### src/rtl/trap_sequencer.sv
// Commit-stage trap sequencer: selects one trap per commit by priority, issues a
// registered trap request, runs the flush handshake and raises a sticky fatal halt.
module trap_sequencer #(
  parameter int unsigned FLUSH_TIMEOUT = 64
) (
  input  logic        clk,
  input  logic        rst,
  input  logic        commit_valid,
  input  logic [31:0] commit_pc,
  input  logic        commit_exc_valid,
  input  logic [4:0]  commit_exc_code,
  input  logic [31:0] commit_exc_tval,
  input  logic [2:0]  irq_pending,
  input  logic        sstatus_sie,
  input  logic        flush_done,
  output logic        commit_kill,
  output logic        trap_req,
  output logic [4:0]  trap_scause,
  output logic        trap_is_irq,
  output logic [31:0] trap_stval,
  output logic [31:0] trap_pc,
  output logic        flush_req,
  output logic        stall_commit,
  output logic        fatal
);

  localparam logic [1:0] IDLE  = 2'd0;
  localparam logic [1:0] ISSUE = 2'd1;
  localparam logic [1:0] FLUSH = 2'd2;
  localparam logic [1:0] HALT  = 2'd3;

  localparam logic [15:0] TIMEOUT_LAST = 16'(FLUSH_TIMEOUT - 1);
  localparam logic [15:0] CNT_MAX      = 16'hFFFF;

  localparam logic [4:0] CODE_SEI = 5'd9;
  localparam logic [4:0] CODE_SSI = 5'd1;
  localparam logic [4:0] CODE_STI = 5'd5;

  logic [1:0]  state_q, state_d;
  logic        entry_q, entry_d;
  logic [15:0] cnt_q, cnt_d;
  logic [4:0]  scause_q, scause_d;
  logic        is_irq_q, is_irq_d;
  logic [31:0] stval_q, stval_d;
  logic [31:0] pc_q, pc_d;

  logic       irq_any;
  logic       take;
  logic [4:0] irq_code;

  assign irq_any = sstatus_sie && (|irq_pending);
  assign take    = commit_valid && (commit_exc_valid || irq_any);

  always_comb begin
    if (irq_pending[2])      irq_code = CODE_SEI;
    else if (irq_pending[1]) irq_code = CODE_SSI;
    else                     irq_code = CODE_STI;
  end

  always_comb begin
    // NOTE: every next-state signal gets a hold default first so no path through
    // the case statement can leave one unassigned and infer a latch.
    state_d  = state_q;
    entry_d  = entry_q;
    cnt_d    = cnt_q;
    scause_d = scause_q;
    is_irq_d = is_irq_q;
    stval_d  = stval_q;
    pc_d     = pc_q;

    case (state_q)
      IDLE: begin
        cnt_d = 16'd0;
        if (take) begin
          scause_d = irq_any ? irq_code : commit_exc_code;
          is_irq_d = irq_any;
          stval_d  = irq_any ? 32'd0 : commit_exc_tval;
          pc_d     = commit_pc;
          // An exception before the handler's first clean retire is unrecoverable.
          state_d  = (entry_q && !irq_any) ? HALT : ISSUE;
        end else if (commit_valid) begin
          entry_d = 1'b0;
        end
      end
      ISSUE: begin
        entry_d = 1'b1;
        state_d = FLUSH;
      end
      FLUSH: begin
        if (flush_done) begin
          state_d = IDLE;
          cnt_d   = 16'd0;
        end else begin
          if (cnt_q == TIMEOUT_LAST) state_d = HALT;
          if (cnt_q != CNT_MAX)      cnt_d   = cnt_q + 16'd1;
        end
      end
      default: state_d = HALT;
    endcase
  end

  // NOTE: state registers use non-blocking assignments so every flop samples the
  // pre-edge value of its neighbours, independent of statement order.
  always_ff @(posedge clk) begin
    if (rst) begin
      state_q  <= IDLE;
      entry_q  <= 1'b0;
      cnt_q    <= 16'd0;
      scause_q <= 5'd0;
      is_irq_q <= 1'b0;
      stval_q  <= 32'd0;
      pc_q     <= 32'd0;
    end else begin
      state_q  <= state_d;
      entry_q  <= entry_d;
      cnt_q    <= cnt_d;
      scause_q <= scause_d;
      is_irq_q <= is_irq_d;
      stval_q  <= stval_d;
      pc_q     <= pc_d;
    end
  end

  assign commit_kill  = (state_q == IDLE) && take;
  assign trap_req     = (state_q == ISSUE);
  assign flush_req    = (state_q == ISSUE) || (state_q == FLUSH);
  assign stall_commit = (state_q != IDLE);
  assign fatal        = (state_q == HALT);
  assign trap_scause  = scause_q;
  assign trap_is_irq  = is_irq_q;
  assign trap_stval   = stval_q;
  assign trap_pc      = pc_q;

endmodule

### config.mk
export PLATFORM = sky130hd
export DESIGN_NAME = trap_sequencer
export DESIGN_NICKNAME = d
export VERILOG_FILES = /design/src/rtl/trap_sequencer.sv
export SDC_FILE = /design/constraint.sdc
export NUM_CORES = 1
export LEC_CHECK = 0
export BUFFER_PORTS_ARGS = -buffer_cell sky130_fd_sc_hd__buf_2
export CAP_MARGIN = 30
export CORE_AREA = 2 2 85 108
export DETAILED_ROUTE_END_ITERATION = 16
export DIE_AREA = 0 0 87 110
export PLACE_DENSITY = 0.82
export SYNTH_ARGS = -nofsm -noshare
export SYNTH_HDL_FRONTEND = slang
export SYNTH_SLANG_ARGS = --single-unit
### constraint.sdc
create_clock -name clk -period 4.5 [get_ports clk]
set_input_delay 0.9 -clock clk [delete_from_list [all_inputs] [get_ports clk]]
set_output_delay 0.9 -clock clk [all_outputs]
set_load 0.05 [all_outputs]
After elaboration in Yosys (flattened, before gate mapping)
Index checks and enable logic that the tools add are counted.

Register bits after elaboration: 89. Logic and storage cells: 49. Output and inout port bits: 75. Input port bits: 78.

Mux-type cells: 15. Reductions and logical operators: 16. Equality and inequality tests: 10. Add/subtract/negate cells: 1.

Operators by type and width (number): two-way mux 16 bit (2); two-way mux 32 bit (1); one-hot mux 16 bit (2 select lines) (1); adder 16 x 1 -> 16 bit, second input constant (1); equality test 16 x 6 -> 1 bit, second input constant (1); != test 16 bit, second input constant (1); two-way mux 2 bit (4); != test 2 bit, second input constant (3); != test 3 bit, second input constant (2); one-hot mux 2 bit (3 select lines) (1); AND reduction 2 bit (3); nonzero test 2 bit (3); two-way mux 5 bit (1); equality test 2 bit, second input constant (2); logical AND 1 bit (4); two-way mux 4 bit (1); two-way mux 3 bit (1); AND reduction 3 bit (1); OR reduction 3 bit (1); equality test 2 x 1 -> 1 bit, second input constant (1); zero test 2 bit (1); logical OR 1 bit (2); two-way mux 1 bit (2); one-hot mux 1 bit (2 select lines) (1); zero test 1 bit (1).

Logic depth before layout (Yosys ltp)
Depth after elaboration: 7. Mapped depth: 9. Mapped depth without buffers: 7.

Worst setup path before layout
OpenSTA, ideal clock, no wires.

Path kind: input to output. From: in irq_pending[1]. To: out commit_kill. Slack: 1.806 ns. Buffers on the path: 2. Arrival time: 1.794 ns. Data required time: 3.600 ns. Stages on the path: 5. Path through: o31ai_1 a21o_1 buf_2 inv_2 buf_2.

Word-level cells in the longest chain between the ends: 5.

Ends and longest elaborated chain: start, declared (RTL line 13) `input logic [2:0] irq_pending,`; OR reduction 3 bit (RTL line 51) `assign irq_any = sstatus_sie && (|irq_pending);`; logical AND 1 bit (RTL line 51); logical OR 1 bit (RTL line 52) `assign take = commit_valid && (commit_exc_valid || irq_any);`; logical AND 1 bit (RTL line 52); logical AND 1 bit (RTL line 124) `assign commit_kill = (state_q == IDLE) && take;`; end, declared (RTL line 16) `output logic commit_kill,`.

Every way passes these cells.

Final worst setup path
Ends and elaborated chain as after synthesis.

==> flow_summary.rst <==
.. list-table::
   :header-rows: 1

   * - Metric
     - Value
   * - Worst setup path category
     - input pin to output port
   * - Cts repair resizes
     - 0
   * - Total of flip-flops plus latches after synthesis
     - 89
   * - Overall track demand over capacity in global routing
     - 0.219
   * - Synthesized-area fraction occupied by ao, oa, aoi and oai cells
     - 0.199
   * - RSZ-0062 raised after global routing
     - false
   * - Post-detailed-route DRC marker count
     - 0
   * - Max stage delay cell, worst path
     - o31ai_4
   * - Net count after synthesis
     - 541
   * - Number of DRC markers in iteration 0
     - 204
   * - Layout area overhead
     - 25.0%
   * - Max IR drop VDD
     - 482 uV
   * - Area share of the largest cell type after synthesis
     - 0.472
   * - Routed via count
     - 3855
   * - Final hold vios
     - 0
   * - Number of buffers added to fix hold violations after cts
     - 0
   * - Mux contribution to synthesized area
     - 0.00265
   * - Die outline width
     - 87 um
   * - Share of synthesized area occupied by flip-flops and latches
     - 0.472
   * - First-pass GRT wire length
     - 16400 um
   * - Starting Density
     - 0.444
   * - Status
     - finished, final reports clean
   * - Final Skew
     - 0.00879 ns
   * - Number of buffers between clock root and the deepest sink
     - 2
   * - Area used by sequential logic in the layout
     - 0.00178 mm2
   * - Dominant cell type by count on the critical path
     - buf_2
   * - Wirelength per Cell
     - 15.1 um
   * - Number of fill cells
     - 783
   * - Final TNS setup
     - 0 ns
   * - Combined buffer and inverter count along the critical path
     - 3
   * - Count of nets after finishing
     - 676
   * - Arithmetic-cell share of the synthesized area counting full adders, half adders and majority gates
     - 0.0166
   * - Critical path endpoint category
     - output port
   * - Area of the multi-input gates
     - about 0.0018 mm2
   * - Fraction of registers with async set or reset after synthesis
     - 0
   * - Worst Path Required
     - 3.60 ns
   * - Slew margin rel.
     - 0.522
   * - Ratio of cells with drive above 1 in the final layout
     - 0.318
   * - Cell Pwr Density
     - 493 mW/mm2
   * - Total wire length
     - 10500 um
   * - Overall power of the completed layout
     - 2.33 mW
   * - Synthesized-area fraction occupied by xor and xnor cells
     - 0
   * - Standard-cell rows
     - 38
   * - Weighted congestion reported at the end of routability-driven placement
     - between 0.9 and 1
   * - Count leader, synth
     - nand2_1
   * - Commonest register cell after synthesis
     - dfxtp_1
   * - Number of antenna-violating nets in the routed design
     - 0
   * - Die Outline Area
     - 0.00957 mm2
   * - CTS tree
     - done
   * - Leakage power
     - 2.02 nW
   * - Simple logic cell fraction of the synthesized area
     - 0.251
   * - Max-capacitance violation count
     - 0
   * - Num CTS Buffers
     - 9
   * - Deepest level of the CTS H-tree
     - 3
   * - Hold crit path type
     - flip-flop to flip-flop
   * - Ordered list of cells on the worst path
     - buf_2 > o31ai_4 > a21o_2 > inv_2 > buf_2
   * - Cell type with the largest total area after synthesis
     - dfxtp_1
   * - Final Setup Violations
     - 0
   * - Critical path launch point type
     - input pin
   * - Number of instances in the synthesized netlist
     - between 400 and 500
   * - Detail Placement HPWL
     - 7390 um
   * - Netlist Area Pre-Place
     - 0.00378 mm2
   * - Arrival time reported for the critical path endpoint
     - 1.80 ns
   * - Ant diodes
     - 0
   * - Via count of the first global-routing pass
     - around 3.6k
   * - Family with the most delay on the worst path
     - compound AO/OA/AOI/OAI gates
   * - Die Span Y
     - 110 um
   * - I/O pin count
     - 153
   * - Longest individual stage delay on the worst path
     - 0.33 ns
   * - Synthesis Warnings
     - 0
   * - Fin. max-slew vios
     - 0
   * - Clock edge transition at the registers on the reported setup and hold paths
     - around 0.070 ns
   * - Peak fanout along the critical path
     - 3
   * - Count of port buffers added during placement
     - 152
   * - Main combinational cell family by area after synthesis
     - simple AND/OR/NAND/NOR gates
   * - Top cells by instance count after synthesis
     - nand2_1 (107), dfxtp_1 (89), a21oi_1 (77), nand3_1 (39), buf_2 (15)
   * - Insertion delay of the later-clocked pin in the worst-skew pair
     - 0.37 ns
   * - Post-CTS setup repair buffer count
     - 0
   * - Post-layout min period
     - 2.70 ns
   * - Post-Synthesis Mean Instance Area
     - ~8.3 um2
   * - Buffer cell driving the clock tree root
     - clkbuf_8
   * - Ranking of synthesized cells by area
     - dfxtp_1 (47%), nand2_1 (11%), a21oi_1 (10%)
   * - CTS sink count
     - 89
   * - Antenna violations before repair
     - 0
   * - FMAX
     - around 0.37 GHz
   * - Initial DRT Pass Iterations
     - 5
   * - Routed via count divided by cell count
     - between 5 and 6
   * - CORE AREA
     - 0.00851 mm2
   * - Final worst-path cycle share
     - 0.600
   * - Maximum number of pins on one net before global-route repair
     - 72
   * - Count of flip-flops with a built-in enable after synthesis
     - 0
   * - Remaining global-route overflow
     - 0
   * - Worst slew pin tran
     - 0.718 ns
   * - Yosys cell types
     - 56
==> worst min-delay path, stage by stage (launching register included) <==
cell	delay, ns
dfxtp_1	0.31
nand2_1	0.05
a21oi_1	0.05
==> flip-flops by register name, summed over array words and instances, names as in the netlist <==
| register | flops |
|---|---|
| trap_is_irq | 1 |
| trap_pc | 32 |
| trap_stval | 32 |
| entry_q | 1 |
| trap_scause | 5 |
| cnt_q | 16 |
| state_q | 2 |
==> metrics by stage <==
step / utilization / worst slack (ns) / area, um2 / hold WS [ns] / instances
6_report: 0.555 / 1.80 / 4720 / 0.449 / 697
5_1_grt: 0.555 / 1.72 / 4720 / 0.475 / 697
3_3_place_gp: 0.532 / 1.81 / 4530 / 0.435 / 682
3_5_place_dp: 0.532 / 1.78 / 4530 / 0.441 / 682
4_1_cts: 0.555 / 1.78 / 4720 / 0.451 / 697
2_1_floorplan: - / 1.81 / 3780 / 0.487 / 458
==> placed cells by master, fill, tap and decap left out, types with 3 or more instances in the layout <==
cell	n
nand4_1	6
o21ai_1	3
a211oi_2	4
nor4_1	5
dfxtp_1	89
ha_1	5
o31a_1	3
inv_1	9
a211oi_1	5
a31oi_1	4
buf_4	5
o21ai_0	7
nand3_1	39
nand2_1	107
buf_2	152
clkbuf_8	11
and4_1	3
nor3_1	10
nor2_1	9
a21oi_1	77
==> power by group <==
group | leakage [nW] | total (mW) | switching (mW) | internal (mW)
combinational | 1.19 | 0.857 | 0.652 | 0.205
sequential | 0.724 | 0.916 | 0.0450 | 0.871
clock | 0.102 | 0.556 | 0.273 | 0.282
==> metal layers <==
metal	vias up	part of all wire	global-route usage
li1	1875	-	-
met1	1815	0.40	0.255
met2	153	0.50	0.367
met3	12	0.084	0.0767
met4	0	0.015	0.0826
met5	-	0	0
==> logic make-up after synthesis <==
group,after synthesis
AND/OR/NAND/NOR,199
AO/OA/AOI/OAI,121
flip-flops,89
buffers and inverters,43
adder cells (fa/ha/maj),5
multiplexers,1
==> cell type report <==
cell class,count,share of cell area
multi-input cells,326,0.378
flip-flops and latches,89,0.377
repair buffers,157,0.169
clock buffers,12,0.0328
well taps,100,0.0265
clock inverters,3,0.00847
inverters,10,0.00794
==> final timing paths <==
path / endpoint / slack (ns) / startpoint / depth (start not counted)
max: commit_kill / 1.80 / irq_pending[1] / 5
min: trap_stval[12] / 0.45 / trap_stval[12] / 2
max reg2reg: trap_scause[2] / 2.28 / state_q[0] / 8
min reg2reg: trap_stval[12] / 0.45 / trap_stval[12] / 2
(Power assumes the default switching activity.)
